$ cat config.mk
export PLATFORM = sky130hd
export DESIGN_NAME = ball_block_ctrl
export DESIGN_NICKNAME = d
export VERILOG_FILES = /design/src/rtl/game_pkg.sv /design/src/rtl/ball_block_ctrl_hit_accumulator.sv /design/src/rtl/ball_block_ctrl.sv
export SDC_FILE = /design/constraint.sdc
export NUM_CORES = 1
export LEC_CHECK = 0
export CAP_MARGIN = 25
export CORE_ASPECT_RATIO = 1.5
export CORE_MARGIN = 4
export CORE_UTILIZATION = 45
export DETAILED_ROUTE_END_ITERATION = 8
export GPL_TIMING_DRIVEN = 0
export PLACE_DENSITY = 0.71
export SLEW_MARGIN = 20
export SYNTH_ARGS = -nofsm -noshare
export SYNTH_HDL_FRONTEND = slang
export SYNTH_SLANG_ARGS = --single-unit
export TNS_END_PERCENT = 100
$ cat constraint.sdc
create_clock -name clk -period 5.73 [get_ports clk]
set_clock_uncertainty 0.15 [all_clocks]
set_input_delay 0.8595 -clock clk [delete_from_list [all_inputs] [get_ports clk]]
set_output_delay 0.8595 -clock clk [all_outputs]
set_load 0.005 [all_outputs]
$ cat src/rtl/game_pkg.sv
// game_pkg
//  Shared definitions for the brick-breaker game-state logic: FSM state
//  encoding, default playfield geometry, block grid constants and a small
//  popcount helper used for scoring.
package game_pkg;

  typedef enum logic [1:0] {
    ST_SERVE = 2'd0,
    ST_PLAY  = 2'd1,
    ST_WIN   = 2'd2,
    ST_OVER  = 2'd3
  } game_state_t;

  localparam int GAME_SCREEN_W = 640;
  localparam int GAME_SCREEN_H = 480;

  // Block grid: 3 rows of 5 blocks, numbered 1..15 (bit i = block i+1).
  localparam int BLOCK_COLS = 5;
  localparam int BLOCK_ROWS = 3;
  localparam int NUM_BLOCKS = BLOCK_COLS * BLOCK_ROWS;

  // The collision stage lags the ball move by this many cycles, so flags
  // arriving right after a tick still describe the previous position.
  localparam int BLANK_CYCLES = 2;

  function automatic logic [3:0] popcount15(input logic [NUM_BLOCKS-1:0] v);
    logic [3:0] c;
    c = '0;
    for (int i = 0; i < NUM_BLOCKS; i++) begin
      c = c + {3'b000, v[i]};
    end
    return c;
  endfunction

endpackage

$ cat src/rtl/ball_block_ctrl_hit_accumulator.sv
// hit_accumulator
//  Sticky OR-latch for the registered collision flags between frame ticks.
//  The latch clears on the tick cycle (a flag on that cycle is dropped) and
//  then ignores inputs for BLANK_CYCLES cycles while the collision pipeline
//  catches up with the freshly moved ball.
// Ports
//  clk, rst         clock, synchronous active-low reset
//  frame_tick       one-cycle frame pulse
//  collide_paddle   paddle collision flag
//  collide_blocks   block collision flags
//  pending_paddle   accumulated paddle hit since last tick
//  pending_blocks   accumulated block hits since last tick
module hit_accumulator
  import game_pkg::*;
(
  input  logic                  clk,
  input  logic                  rst,
  input  logic                  frame_tick,
  input  logic                  collide_paddle,
  input  logic [NUM_BLOCKS-1:0] collide_blocks,
  output logic                  pending_paddle,
  output logic [NUM_BLOCKS-1:0] pending_blocks
);

  logic [1:0]            blank_reg;
  logic                  pend_paddle_reg;
  logic [NUM_BLOCKS-1:0] pend_blocks_reg;

  always_ff @(posedge clk) begin
    if (!rst) begin
      blank_reg       <= '0;
      pend_paddle_reg <= 1'b0;
      pend_blocks_reg <= '0;
    end else if (frame_tick) begin
      blank_reg       <= 2'(BLANK_CYCLES);
      pend_paddle_reg <= 1'b0;
      pend_blocks_reg <= '0;
    end else if (blank_reg != 2'd0) begin
      blank_reg <= blank_reg - 2'd1;
    end else begin
      pend_paddle_reg <= pend_paddle_reg | collide_paddle;
      pend_blocks_reg <= pend_blocks_reg | collide_blocks;
    end
  end

  assign pending_paddle = pend_paddle_reg;
  assign pending_blocks = pend_blocks_reg;

endmodule

$ cat src/rtl/ball_block_ctrl.sv
// ball_block_ctrl
//  Game-state owner for the brick breaker. Once per frame tick it moves the
//  ball, reflects velocity on wall/paddle/block hits, clears destroyed
//  blocks, keeps score and lives, and runs the SERVE/PLAY/WIN/OVER FSM.
// Ports
//  clk, rst                 clock, synchronous active-low reset
//  frame_tick               one-cycle pulse per video frame
//  launch                   serve/restart button (rising edge used)
//  paddle_x, paddle_width   paddle geometry
//  collide_paddle           registered paddle collision flag
//  collide_blocks           registered block collision flags
//  ball_x, ball_y           ball top-left position
//  ball_width, ball_height  constant ball size
//  alive                    block alive mask
//  score                    blocks destroyed this game (saturating)
//  lives                    remaining lives
//  game_state               0 SERVE, 1 PLAY, 2 WIN, 3 OVER
module ball_block_ctrl
  import game_pkg::*;
#(
  parameter int SCREEN_W     = GAME_SCREEN_W,
  parameter int SCREEN_H     = GAME_SCREEN_H,
  parameter int BALL_SIZE    = 8,
  parameter int BALL_START_Y = 400,
  parameter int SPEED        = 2,
  parameter int NUM_LIVES    = 3
) (
  input  logic                  clk,
  input  logic                  rst,
  input  logic                  frame_tick,
  input  logic                  launch,
  input  logic [9:0]            paddle_x,
  input  logic [9:0]            paddle_width,
  input  logic                  collide_paddle,
  input  logic [NUM_BLOCKS-1:0] collide_blocks,
  output logic [9:0]            ball_x,
  output logic [9:0]            ball_y,
  output logic [9:0]            ball_width,
  output logic [9:0]            ball_height,
  output logic [NUM_BLOCKS-1:0] alive,
  output logic [7:0]            score,
  output logic [1:0]            lives,
  output logic [1:0]            game_state
);

  // 11-bit constants so position arithmetic never wraps.
  localparam logic [10:0] SCREEN_W_W = 11'(SCREEN_W);
  localparam logic [10:0] SCREEN_H_W = 11'(SCREEN_H);
  localparam logic [10:0] BALL_W     = 11'(BALL_SIZE);
  localparam logic [10:0] HALF_BALL  = 11'(BALL_SIZE / 2);
  localparam logic [10:0] SPEED_W    = 11'(SPEED);
  localparam logic [10:0] MAX_X      = 11'(SCREEN_W - BALL_SIZE);
  localparam logic [9:0]  START_X    = 10'(SCREEN_W / 2 - BALL_SIZE / 2);
  localparam logic [9:0]  START_Y    = 10'(BALL_START_Y);
  localparam logic [1:0]  LIVES_INIT = 2'(NUM_LIVES);
  localparam logic [NUM_BLOCKS-1:0] ALL_ALIVE = '1;

  game_state_t           state_reg;
  logic [9:0]            ball_x_reg, ball_y_reg;
  logic                  dx_reg;  // 1 = moving right
  logic                  dy_reg;  // 1 = moving down
  logic [NUM_BLOCKS-1:0] alive_reg;
  logic [7:0]            score_reg;
  logic [1:0]            lives_reg;
  logic                  launch_reg;

  logic                  pending_paddle;
  logic [NUM_BLOCKS-1:0] pending_blocks;

  hit_accumulator u_hit_accumulator (
    .clk            (clk),
    .rst            (rst),
    .frame_tick     (frame_tick),
    .collide_paddle (collide_paddle),
    .collide_blocks (collide_blocks),
    .pending_paddle (pending_paddle),
    .pending_blocks (pending_blocks)
  );

  logic launch_rise;
  assign launch_rise = launch & ~launch_reg;

  // Ball centred on the paddle while serving, kept inside the playfield.
  logic [10:0] serve_sum;
  logic [9:0]  serve_x;
  always_comb begin
    serve_sum = {1'b0, paddle_x} + 11'(paddle_width >> 1);
    if (serve_sum < HALF_BALL) begin
      serve_x = '0;
    end else if (serve_sum - HALF_BALL > MAX_X) begin
      serve_x = MAX_X[9:0];
    end else begin
      serve_x = 10'(serve_sum - HALF_BALL);
    end
  end

  // PLAY-tick update, all derived from pre-tick register values.
  logic [NUM_BLOCKS-1:0] hits, alive_next;
  logic [8:0]            score_sum;
  logic [7:0]            score_next;
  logic                  dy_blk, dy_pad, dy_next, dx_next;
  logic [10:0]           x_ext, y_ext, x_next, y_next;
  logic                  floor_hit;

  always_comb begin
    hits       = pending_blocks & alive_reg;
    alive_next = alive_reg & ~hits;
    score_sum  = {1'b0, score_reg} + {5'b00000, popcount15(hits)};
    score_next = score_sum[8] ? 8'hFF : score_sum[7:0];

    // Any number of block hits reflects dy once; the paddle only turns a
    // descending ball upward.
    dy_blk = dy_reg ^ (|hits);
    dy_pad = (pending_paddle && dy_blk) ? 1'b0 : dy_blk;

    x_ext   = {1'b0, ball_x_reg};
    y_ext   = {1'b0, ball_y_reg};
    dx_next = dx_reg;
    if (!dx_reg) begin
      if (x_ext < SPEED_W) begin
        x_next  = '0;
        dx_next = 1'b1;
      end else begin
        x_next = x_ext - SPEED_W;
      end
    end else if (x_ext + BALL_W + SPEED_W > SCREEN_W_W) begin
      x_next  = MAX_X;
      dx_next = 1'b0;
    end else begin
      x_next = x_ext + SPEED_W;
    end

    dy_next = dy_pad;
    if (!dy_pad) begin
      if (y_ext < SPEED_W) begin
        y_next  = '0;
        dy_next = 1'b1;
      end else begin
        y_next = y_ext - SPEED_W;
      end
    end else begin
      y_next = y_ext + SPEED_W;
    end

    floor_hit = (y_next + BALL_W) >= SCREEN_H_W;
  end

  always_ff @(posedge clk) begin
    if (!rst) begin
      state_reg  <= ST_SERVE;
      ball_x_reg <= START_X;
      ball_y_reg <= START_Y;
      dx_reg     <= 1'b1;
      dy_reg     <= 1'b0;
      alive_reg  <= ALL_ALIVE;
      score_reg  <= '0;
      lives_reg  <= LIVES_INIT;
      launch_reg <= 1'b0;
    end else begin
      launch_reg <= launch;
      case (state_reg)
        ST_SERVE: begin
          if (frame_tick) begin
            ball_x_reg <= serve_x;
            ball_y_reg <= START_Y;
          end
          if (launch_rise) begin
            state_reg <= ST_PLAY;
            dx_reg    <= 1'b1;
            dy_reg    <= 1'b0;
          end
        end
        ST_PLAY: begin
          if (frame_tick) begin
            alive_reg  <= alive_next;
            score_reg  <= score_next;
            dx_reg     <= dx_next;
            dy_reg     <= dy_next;
            ball_x_reg <= x_next[9:0];
            ball_y_reg <= y_next[9:0];
            // Clearing the last block wins even if the ball also hit the floor.
            if (alive_next == '0) begin
              state_reg <= ST_WIN;
            end else if (floor_hit) begin
              lives_reg <= lives_reg - 2'd1;
              state_reg <= (lives_reg == 2'd1) ? ST_OVER : ST_SERVE;
            end
          end
        end
        default: begin  // ST_WIN, ST_OVER: ball frozen until restart
          if (launch_rise) begin
            state_reg <= ST_SERVE;
            alive_reg <= ALL_ALIVE;
            score_reg <= '0;
            lives_reg <= LIVES_INIT;
            dx_reg    <= 1'b1;
            dy_reg    <= 1'b0;
          end
        end
      endcase
    end
  end

  assign ball_x      = ball_x_reg;
  assign ball_y      = ball_y_reg;
  assign ball_width  = BALL_W[9:0];
  assign ball_height = BALL_W[9:0];
  assign alive       = alive_reg;
  assign score       = score_reg;
  assign lives       = lives_reg;
  assign game_state  = state_reg;

endmodule
==> results of run 1 <==
-- power groups by stage --
stage	clock network, mW	registers (mW)	logic (mW)
finish	0.635	0.540	0.650
global route	0.669	0.545	0.720
floorplan	0	0.540	0.448
CTS	0.646	0.539	0.648
global placement	0	0.548	0.623
detailed placement	0	0.549	0.642
-- logic make-up (layout without fill, tap and decap cells) --
group / count (synthesis) / count (layout) / share of synthesized area
compound gates: 222 / 222 / 0.2692
mux: 8 / 8 / 0.01529
flops: 68 / 68 / 0.2411
fa+ha+maj: 38 / 38 / 0.1002
other cells: 2 / 20 / 0.001330
buf+inv: 119 / 219 / 0.09395
simple gates: 297 / 297 / 0.2542
xor+xnor: 16 / 16 / 0.02482
-- cells in the mapped netlist (6+ instances only) --
library cell    n  share of area
nand4_1        10          0.011
nand2_1       114          0.076
fa_1           12          0.043
dfxtp_1        68           0.24
and3_1          6         0.0066
a22oi_1         7         0.0093
o211ai_1        9          0.012
o22ai_1        11          0.012
nor2_1         62          0.041
nor2b_1        13          0.014
nor3_1         13          0.012
o21a_1          7         0.0093
a21o_1         12          0.016
and2_1         13          0.014
or3_1           8         0.0089
clkbuf_1       37          0.025
nand2b_1       11          0.012
a21boi_0        8          0.011
nand3_1        21          0.019
mux2i_1         6          0.011
nor3b_1         6         0.0080
a211oi_1        8          0.011
a21oi_1        51          0.045
inv_1          58          0.039
ha_1           26          0.058
buf_4          20          0.027
xnor2_1        11          0.017
o21ai_0        41          0.036
-- cell usage in the layout (no fill, tap or decap), types with 12 or more instances in the layout --
cell type | netlist | final
a21o_1 | 12 | 12
a21oi_1 | 51 | 51
and2_1 | 13 | 13
buf_4 | 20 | 20
clkbuf_1 | 37 | 38
clkdlybuf4s50_1 | 0 | 84
conb_1 | 2 | 20
dfxtp_1 | 68 | 68
fa_1 | 12 | 12
ha_1 | 26 | 26
inv_1 | 58 | 58
nand2_1 | 114 | 114
nand3_1 | 21 | 21
nor2_1 | 62 | 62
nor2b_1 | 13 | 13
nor3_1 | 13 | 13
o21ai_0 | 41 | 41
-- path summary, 6_finish.rpt --
| path | startpoint | endpoint | slack [ns] |
|---|---|---|---|
| max | alive[14]$_SDFFE_PN1P_ | lives[1]$_SDFFE_PN1P_ | 1.02 |
| max reg2reg | alive[14]$_SDFFE_PN1P_ | lives[1]$_SDFFE_PN1P_ | 1.02 |
| min | u_hit_accumulator.blank_reg[0]$_SDFFE_PP0P_ | u_hit_accumulator.blank_reg[0]$_SDFFE_PP0P_ | 0.31 |
| min reg2reg | u_hit_accumulator.blank_reg[0]$_SDFFE_PP0P_ | u_hit_accumulator.blank_reg[0]$_SDFFE_PP0P_ | 0.31 |
-- per-stage QoR --
step / instances / power, mW / util / setup slack, ns / instance area [sq um]
3_3_place_gp: 1025 / 1.171 / 0.5558 / 1.132 / 6746
5_1_grt: 1041 / 1.934 / 0.5839 / 0.6973 / 7088
2_1_floorplan: 788 / 0.9881 / - / 1.581 / 5714
4_1_cts: 1041 / 1.832 / 0.5839 / 1.065 / 7088
3_5_place_dp: 1025 / 1.191 / 0.5558 / 0.9998 / 6746
6_report: 1041 / 1.825 / 0.5839 / 1.017 / 7088
-- area by class of cell --
| type | count | area (sq um) | area share |
|---|---|---|---|
| Buffer | 61 | 312.8 | 0.04413 |
| Clock buffer | 10 | 229.0 | 0.03230 |
| Clock inverter | 6 | 112.6 | 0.01589 |
| Inverter | 58 | 217.7 | 0.03071 |
| Multi-Input combinational cell | 601 | 3822 | 0.5393 |
| Sequential cell | 68 | 1361 | 0.1921 |
| Tap cell | 153 | 191.4 | 0.02701 |
| Timing Repair Buffer | 84 | 840.8 | 0.1186 |
-- critical path, stage by stage (launching register included) --
cell      delay [ns]
dfxtp_1         0.36
a222oi_1        0.37
nand4_1         0.19
or4_1           0.50
buf_2           0.19
and2_1          0.18
buf_6           0.13
clkbuf_1        0.22
a32oi_1         0.23
o32ai_1         0.11
a21o_1          0.20
ha_1            0.29
o21ai_0         0.16
o21ai_0         0.10
o221ai_1        0.20
a31o_1          0.27
a21oi_2         0.11
or4b_1          0.52
o21a_1          0.11
-- routing by layer --
layer	up-vias	part of all wire	track usage
li1	2916	-	-
met1	2782	0.40	0.2689
met2	250	0.51	0.4058
met3	40	0.064	0.04035
met4	0	0.028	0.09091
met5	-	0	0
==> impl_metrics.csv, run 1 <==
group,metric,value,unit
synthesis,synth_area,5647,sq um
clocking,cts_setup_buffers,0,
pwr,cellLeakagePower,2.968,nW
routing,firstDrtPassIters,5,
routing,vias,5988,
routing,antenna_left,0,
sta,fin_crit_sh,0.8224,
worst_hold_path,min_path_cells,1,
sta,slew_violations,0,
sta,setup_viol,0,
synthesis,ys_types,79,
synthesis,synth_ff_type,"dfxtp_1",
routing,routed_via_density,5.752,
floorplan,io_pins,107,
routing,wl,16660,um
setup_path,required,5.81,ns
sta,fin_tns_setup,0,ns
clocking,cts_tree,"built",
global_route,grt.total_usage,0.2290,
synthesis,async_flop_share,0,
clocking,cts_hold_buf,0,
final_layout,drive_gt1_frac,0.06757,
synthesis,synth.avg_cell_area,7.333,sq um
pwr,combinationalPowerShare,0.356,
global_route,antenna_found_initial,0,
pwr,swShare,0.3398,
pwr,p_int,1.205,mW
global_route,grt_pass1_vias,5820,
pwr,p_clk_frac,0.348,
floorplan,dieArea,14440,sq um
synthesis,seq_area_frac_synth,0.2411,
pwr,netSwitchingPower,620.2,uW
setup_path,rr_worst_depth,18,
synthesis,yosys_warnings,0,
placement,hpwl,12930,um
clocking,htreeDepth,3,
clocking,clk_latency,0.34,ns
clocking,ctsResizeCount,0,
placement,port_buffers,84,
clocking,clkTransAtPathRegs,0.06,ns
floorplan,start_util,0.4652,
floorplan,coreArea,12140,sq um
sta,slew_headroom,0.4778,
final_layout,n_antenna_cell,0,
final_layout,synthToLayoutAreaGrowth,25.53,%
sta,finalHoldViolations,0,
setup_path,worstPathArrival,4.80,ns
routing,drtIter0Drc,389,
sta,max_clock_freq,212.2,MHz
clocking,numCtsBuffers,9,
floorplan,num_rows,49,
clocking,clock_path_buffers,2,
sta,worst_slew_pin_slew,0.7804,ns
floorplan,die_x,99.46,um
synthesis,synth_edf_count,0,
flow_run,drv_cap,0,
setup_path,end_kind,"register",
placement,gp_congestion,0.9052,
final_layout,nets,961,
setup_path,path_class,"reg -> reg",
pwr,vdd_drop_max,0.0002241,V
sta,fin_crit,4.713,ns
synthesis,ys_ff_latch,68,
setup_path,start_kind,"register",
global_route,grt_max_degree,13,
sta,holdWs,0.3066,ns
final_layout,num-fill-cells,1167,
setup_path,crit_fanout,10,
status,outcome,"complete, no violations",
pwr,pwr-share-seq,0.296,
global_route,gr-total-overflow,0,
synthesis,synthCells,770,
floorplan,die_y,145.2,um
worst_hold_path,worstHoldPathType,"reg -> reg",
clocking,cts_root_buf,"clkbuf_16",
routing,drc,0,
global_route,grt_pass1_wl,27570,um
clocking,clkSinkCount,68,
pwr,power_density,257.5,nW/um^2
sta,rsz0062_at_grt,"false",
routing,wl_per_cell,16.00,um
Note: power is estimated with default switching activity, not from simulation.
==> inputs of run 2 (changes only) <==
Clock period 5.73 ns to 4.49 ns, I/O delays scaled along.
==> run 2 against run 1 <==
  * Non-clock buffer count is 4 higher
  * Flip-flop and latch count unchanged
  * Combinational power is 34% higher
  * Register-to-register slack got worse by 0.91 ns
  * Final area up 2.3%
  * Count of clock-buffer cells in the layout unchanged
  * Fmax grew 7.5%
==> impl_metrics.csv, run 2 (synthesized netlist as in run 1, its figures left out) <==
group,metric,value,unit
final_layout,nets,965,
setup_path,cp_num_buf_inv,3,
placement,port_buffers,84,
sta,fin_tns_setup,0,ns
global_route,antenna_found_initial,0,
setup_path,cp_slowest_cell,"or4b_1",
pwr,power.total,2.377,mW
routing,firstDrtPassIters,6,
sta,worst_slew_pin_slew,0.7767,ns
routing,drc,0,
pwr,vdd_drop_max,0.0002897,V
routing,antenna_left,0,
clocking,clkSinkCount,68,
clocking,htreeDepth,3,
pwr,power_density,327.7,nW/um^2
placement,place_inst,1025,
status,outcome,"complete, no violations",
pwr,cellLeakagePower,3.023,nW
routing,routed.top_layer,"met4",
final_layout,n_antenna_cell,0,
routing,routed_via_density,5.772,
global_route,grt_pass1_vias,5832,
routing,dr_wl_met2,8751,um
setup_path,end_kind,"register",
sta,max_clock_freq,228.1,MHz
clocking,cts_root_buf,"clkbuf_16",
floorplan,io_pins,107,
final_layout,drive_gt1_frac,0.09417,
setup_path,required,4.57,ns
sta,holdWs,0.2995,ns
sta,slew_violations,0,
routing,wl_per_cell,16.15,um
setup_path,crit_fanout,10,
floorplan,num_rows,49,
final_layout,synthToLayoutAreaGrowth,28.45,%
floorplan,die_x,99.46,um
floorplan,coreArea,12140,sq um
flow_run,drv_cap,0,
sta,slew_headroom,0.4803,
setup_path,crit_chain,"a222oi_1 > nand4_1 > or4_4 > buf_6 > and2_1 > buf_6 > buf_6 > a32oi_2 > o32ai_2 > a21o_1 > ha_4 > o21ai_1 > o21ai_1 > o221ai_1 > a31o_1 > a21oi_4 > or4b_1 > o21a_1",
floorplan,dieArea,14440,sq um
routing,wl,16870,um
routing,m1WireLength,6679,um
setup_path,crit_family,"compound AO/OA/AOI/OAI gates",
floorplan,die_y,145.2,um
sta,fin_crit_sh,0.9764,
global_route,gr-total-overflow,0,
setup_path,worstPathArrival,4.47,ns
clocking,clkTransAtPathRegs,0.06,ns
final_layout,final_common_cell,"nand2_1",
final_layout,fin_cells,1045,
clocking,clock_path_buffers,2,
placement,gp_congestion,0.9052,
clocking,cts_tree,"built",
setup_path,start_kind,"register",
sta,finalHoldViolations,0,
clocking,numCtsBuffers,9,
sta,setup_viol,0,
setup_path,slowest_delay,0.51,ns
setup_path,path_class,"reg -> reg",
floorplan,start_util,0.4652,
routing,vias,6032,
global_route,grt_pass1_wl,27620,um
setup_path,cp_common_cell,"buf_6",
routing,drtIter0Drc,412,
global_route,grt_max_degree,13,
global_route,grt.total_usage,0.2294,
sta,fin_crit,4.384,ns
placement,hpwl,12930,um
worst_hold_path,worstHoldPathType,"reg -> reg",
final_layout,mostFrequentLayoutCells,"nand2_1 (114), clkdlybuf4s50_1 (84), nor2_1 (61)",
routing,wl_met3,979,um
clocking,clk_latency,0.34,ns
==> run 2: cell count changes in the layout (fill, tap and decap cells not counted), sizes merged <==
| cell | before | now |
|---|---|---|
| clkbuf | 47 | 46 |
| buf | 24 | 29 |
==> run 2: final cells by class <==
class | instances | area, sq um
plain buffers | 61 | 326.6
clock buffers | 10 | 229.0
clock inverters | 6 | 112.6
fillers | 1150 | 4886
inverters | 58 | 217.7
multi-input cells | 601 | 3931
flip-flops and latches | 68 | 1374
well taps | 153 | 191.4
repair buffers | 88 | 870.8
==> run 2: report_power, final <==
part / leakage, nW / switching, mW / total (mW) / internal (mW)
Clock: 0.167 / 0.270 / 0.813 / 0.543
Sequential: 0.554 / 0.0482 / 0.690 / 0.641
Combinational: 2.30 / 0.495 / 0.874 / 0.379
==> run 2: what timing repair did <==
action / 4_1_cts / 5_1_grt
resized for setup: 3 / 41
pin swaps: 1 / 12
cloned: 0 / 0
endpoints found under the setup margin: 6 / 13
setup buffers: 0 / 4
hold buffers: 0 / 0
==> run 2: through the flow <==
step	setup slack (ns)	util	area, sq um
floorplan	0.3413	-	5714
global placement	-0.1016	0.5558	6746
detailed placement	-0.1499	0.5558	6746
CTS	-0.02927	0.5844	7094
global route	-0.05183	0.5975	7253
finish	0.1061	0.5975	7253
==> run 2: layer usage <==
metal | global-route usage | vias to the layer above
met4 | 0.09091 | 0
met1 | 0.2684 | 2832
met5 | 0 | -
met3 | 0.04035 | 39
met2 | 0.4081 | 240
li1 | - | 2921
==> run 2: worst paths after layout <==
| check | from | to | slack, ns | depth (start not counted) |
|---|---|---|---|---|
| worst max-delay path | u_hit_accumulator.pending_blocks[14]$_SDFFE_PP0N_ | lives[1]$_SDFFE_PN1P_ | 0.11 | 18 |
| worst min-delay path | u_hit_accumulator.blank_reg[0]$_SDFFE_PP0P_ | u_hit_accumulator.blank_reg[0]$_SDFFE_PP0P_ | 0.30 | 1 |
| worst max register to register | u_hit_accumulator.pending_blocks[14]$_SDFFE_PP0N_ | lives[1]$_SDFFE_PN1P_ | 0.11 | 18 |
| worst min register to register | u_hit_accumulator.blank_reg[0]$_SDFFE_PP0P_ | u_hit_accumulator.blank_reg[0]$_SDFFE_PP0P_ | 0.30 | 1 |
==> inputs of run 3 (changes only) <==
Settings changed: CTS_CLUSTER_SIZE set to 20, PLACE_DENSITY 0.71 to 0.7, SYNTH_HIERARCHICAL set to 1.
==> run 3 against run 2 <==
  * Total power decreased by 8.4%
  * Worst setup slack improved by 0.098 ns
  * Routed wire length is 2.1% lower
  * Hold slack is essentially flat
  * Count of clock-buffer cells in the layout fell by 1
  * Synthesized area is 1.7% higher
  * Critical endpoint is now game_state[1]$_SDFFE_PN0P_
  * Largest cell class unchanged
  * Largest power group unchanged
==> impl_metrics.csv, run 3 <==
group,metric,value,unit
status,outcome,"complete, no violations",
synthesis,async_flop_share,0,
sta,rsz0062_at_grt,"true",
worst_hold_path,min_path_cells,2,
setup_path,start_kind,"register",
final_layout,synthToLayoutAreaGrowth,26.32,%
placement,hpwl,12890,um
pwr,vdd_drop_max,0.0001457,V
floorplan,dieArea,14670,sq um
routing,routed_via_density,5.598,
synthesis,ys_types,86,
sta,max_clock_freq,233.3,MHz
clocking,clock_path_buffers,2,
sta,setup_viol,0,
sta,worst_slack,0.2040,ns
pwr,swShare,0.3530,
clocking,htreeDepth,3,
sta,slew_headroom,0.5205,
clocking,numCtsBuffers,9,
clocking,clkSinkCount,68,
routing,drc,0,
final_layout,final_common_cell,"nand2_1",
synthesis,synth_top_cell_area_share,0.2370,
sta,worst_slew_pin_slew,0.7142,ns
sta,finalHoldViolations,0,
sta,slew_violations,0,
sta,fin_tns_setup,0,ns
synthesis,ys_top_cells_by_count,"nand2_1 (116), inv_1 (74), dfxtp_1 (68)",
floorplan,io_pins,107,
global_route,grt_max_degree,15,
synthesis,seq_area_frac_synth,0.2370,
global_route,antenna_found_initial,0,
placement,gp_congestion,0.9201,
synthesis,synthMostInstantiatedCell,"nand2_1",
routing,vias,5867,
pwr,combinationalPowerShare,0.344,
final_layout,nets,965,
setup_path,crit_fanout,8,
setup_path,crit_family,"compound AO/OA/AOI/OAI gates",
placement,port_buffers,85,
synthesis,synthCells,771,
synthesis,synth.avg_cell_area,7.449,sq um
routing,wl_per_cell,15.76,um
flow_run,drv_cap,0,
routing,drtIter0Drc,345,
clocking,clkTransAtPathRegs,0.06,ns
final_layout,mostFrequentLayoutCells,"nand2_1 (112), clkdlybuf4s50_1 (85), inv_1 (74)",
global_route,grt_pass1_vias,5608,
routing,wl,16520,um
global_route,gr-total-overflow,0,
pwr,power_density,300.0,nW/um^2
clocking,cts_hold_buf,0,
final_layout,drive_gt1_frac,0.1132,
setup_path,cp_num_buf_inv,1,
floorplan,start_util,0.4590,
setup_path,cp_num_cells,15,
sta,fin_crit,4.286,ns
setup_path,required,4.60,ns
clocking,clk_latency,0.34,ns
final_layout,num-fill-cells,1201,
worst_hold_path,worstHoldPathType,"reg -> reg",
synthesis,synth_ff_type,"dfxtp_1",
floorplan,die_y,146.4,um
synthesis,yosys_warnings,6,
floorplan,coreArea,12510,sq um
global_route,grt_pass1_wl,26570,um
setup_path,slowest_delay,0.56,ns
placement,dp_slack,-0.1083,ns
pwr,pwr-share-seq,0.313,
clocking,cts_tree,"built",
pwr,p_int,1.408,mW
synthesis,ys_ff_latch,68,
setup_path,crit_chain,"buf_2 > or4_4 > or4_4 > and3_1 > a221oi_1 > a31oi_1 > a31o_2 > ha_2 > nor4b_1 > a41oi_1 > o2111ai_1 > a31oi_2 > o21a_1 > o31ai_1 > a21oi_1",
synthesis,ys_top_cells_by_area,"dfxtp_1 (24%), nand2_1 (7.6%), ha_1 (5.7%)",
routing,antenna_left,0,
global_route,grt.total_usage,0.2233,
floorplan,die_x,100.2,um
floorplan,num_rows,50,
pwr,netSwitchingPower,768.2,uW
sta,fin_crit_sh,0.9546,
final_layout,n_antenna_cell,0,
setup_path,cp_common_cell,"or4_4",
synthesis,yosysTopAreaCell,"dfxtp_1",
synthesis,synth_edf_count,0,
clocking,cts_root_buf,"clkbuf_16",
setup_path,cp_slowest_cell,"or4_4",
setup_path,rr_worst_depth,15,
pwr,p_clk_frac,0.343,
pwr,cellLeakagePower,3.009,nW
synthesis,synth_area,5743,sq um
setup_path,path_class,"reg -> reg",
final_layout,utilization,0.5798,
setup_path,end_kind,"register",
setup_path,worstPathArrival,4.40,ns
routing,firstDrtPassIters,5,
[run 3: path summary, 6_finish.rpt]
path                          startpoint                    endpoint  slack [ns]
hold / removal    ball_y[0]$_SDFFE_PN0P_      ball_y[0]$_SDFFE_PN0P_        0.30
hold reg to reg   ball_y[0]$_SDFFE_PN0P_      ball_y[0]$_SDFFE_PN0P_        0.30
setup reg to reg  ball_y[4]$_SDFFE_PN1P_  game_state[1]$_SDFFE_PN0P_        0.20
setup / recovery  ball_y[4]$_SDFFE_PN1P_  game_state[1]$_SDFFE_PN0P_        0.20
[run 3: area by class of cell]
| cell class | count | area (sq um) | share of cell area |
|---|---|---|---|
| clock buffers | 9 | 225.2 | 0.03105 |
| inverters | 74 | 277.8 | 0.03829 |
| well taps | 156 | 195.2 | 0.02691 |
| flip-flops and latches | 68 | 1379 | 0.1901 |
| plain buffers | 57 | 316.6 | 0.04364 |
| clock inverters | 7 | 82.58 | 0.01138 |
| multi-input cells | 589 | 3905 | 0.5383 |
| repair buffers | 88 | 873.3 | 0.1204 |
[run 3: worst min-delay path: stages (launching register included)]
cell and delay, ns:
dfxtp_1 0.32, nand2_1 0.05, a21oi_1 0.03
[run 3: power by group through the flow]
| stage | clock [mW] | combinational [mW] | sequential, mW |
|---|---|---|---|
| CTS | 0.760 | 0.735 | 0.678 |
| floorplan | 0 | 0.507 | 0.682 |
| global placement | 0 | 0.722 | 0.691 |
| detailed placement | 0 | 0.724 | 0.691 |
| global route | 0.784 | 0.836 | 0.686 |
| finish | 0.747 | 0.749 | 0.680 |
[run 3: routing by layer]
metal | up-vias | GRT usage | part of all wire
li1 | 2936 | - | -
met1 | 2662 | 0.2356 | 0.37
met2 | 218 | 0.4080 | 0.53
met3 | 51 | 0.03967 | 0.057
met4 | 0 | 0.1220 | 0.045
met5 | - | 0 | 0
[run 3: stage by stage]
stage                     hold slack, ns  power (mW)  std cells  instance area [sq um]
after floorplan                   0.2784       1.189        789                   5811
after global placement            0.2730       1.413       1030                   6857
after detailed placement          0.2824       1.415       1030                   6857
after CTS                         0.3009       2.173       1046                   7186
after global routing              0.3356       2.306       1048                   7254
final                             0.2992       2.176       1048                   7254
[run 3: what timing repair did]
item,4_1_cts,5_1_grt
setup buffers,0,3
gates resized for setup,4,32
pin swaps,0,9
setup endpoints to repair,7,12
[run 3: cell families (layout without fill, tap and decap cells)]
| group | Yosys count | in the layout | share of synthesized area |
|---|---|---|---|
| XOR/XNOR | 17 | 17 | 0.02832 |
| AO/OA/AOI/OAI | 216 | 216 | 0.2606 |
| adder cells (fa/ha/maj) | 38 | 38 | 0.09847 |
| buffers and inverters | 132 | 235 | 0.1030 |
| multiplexers | 4 | 4 | 0.007625 |
| flip-flops | 68 | 68 | 0.2370 |
| other | 2 | 20 | 0.001308 |
| AND/OR/NAND/NOR | 294 | 294 | 0.2636 |
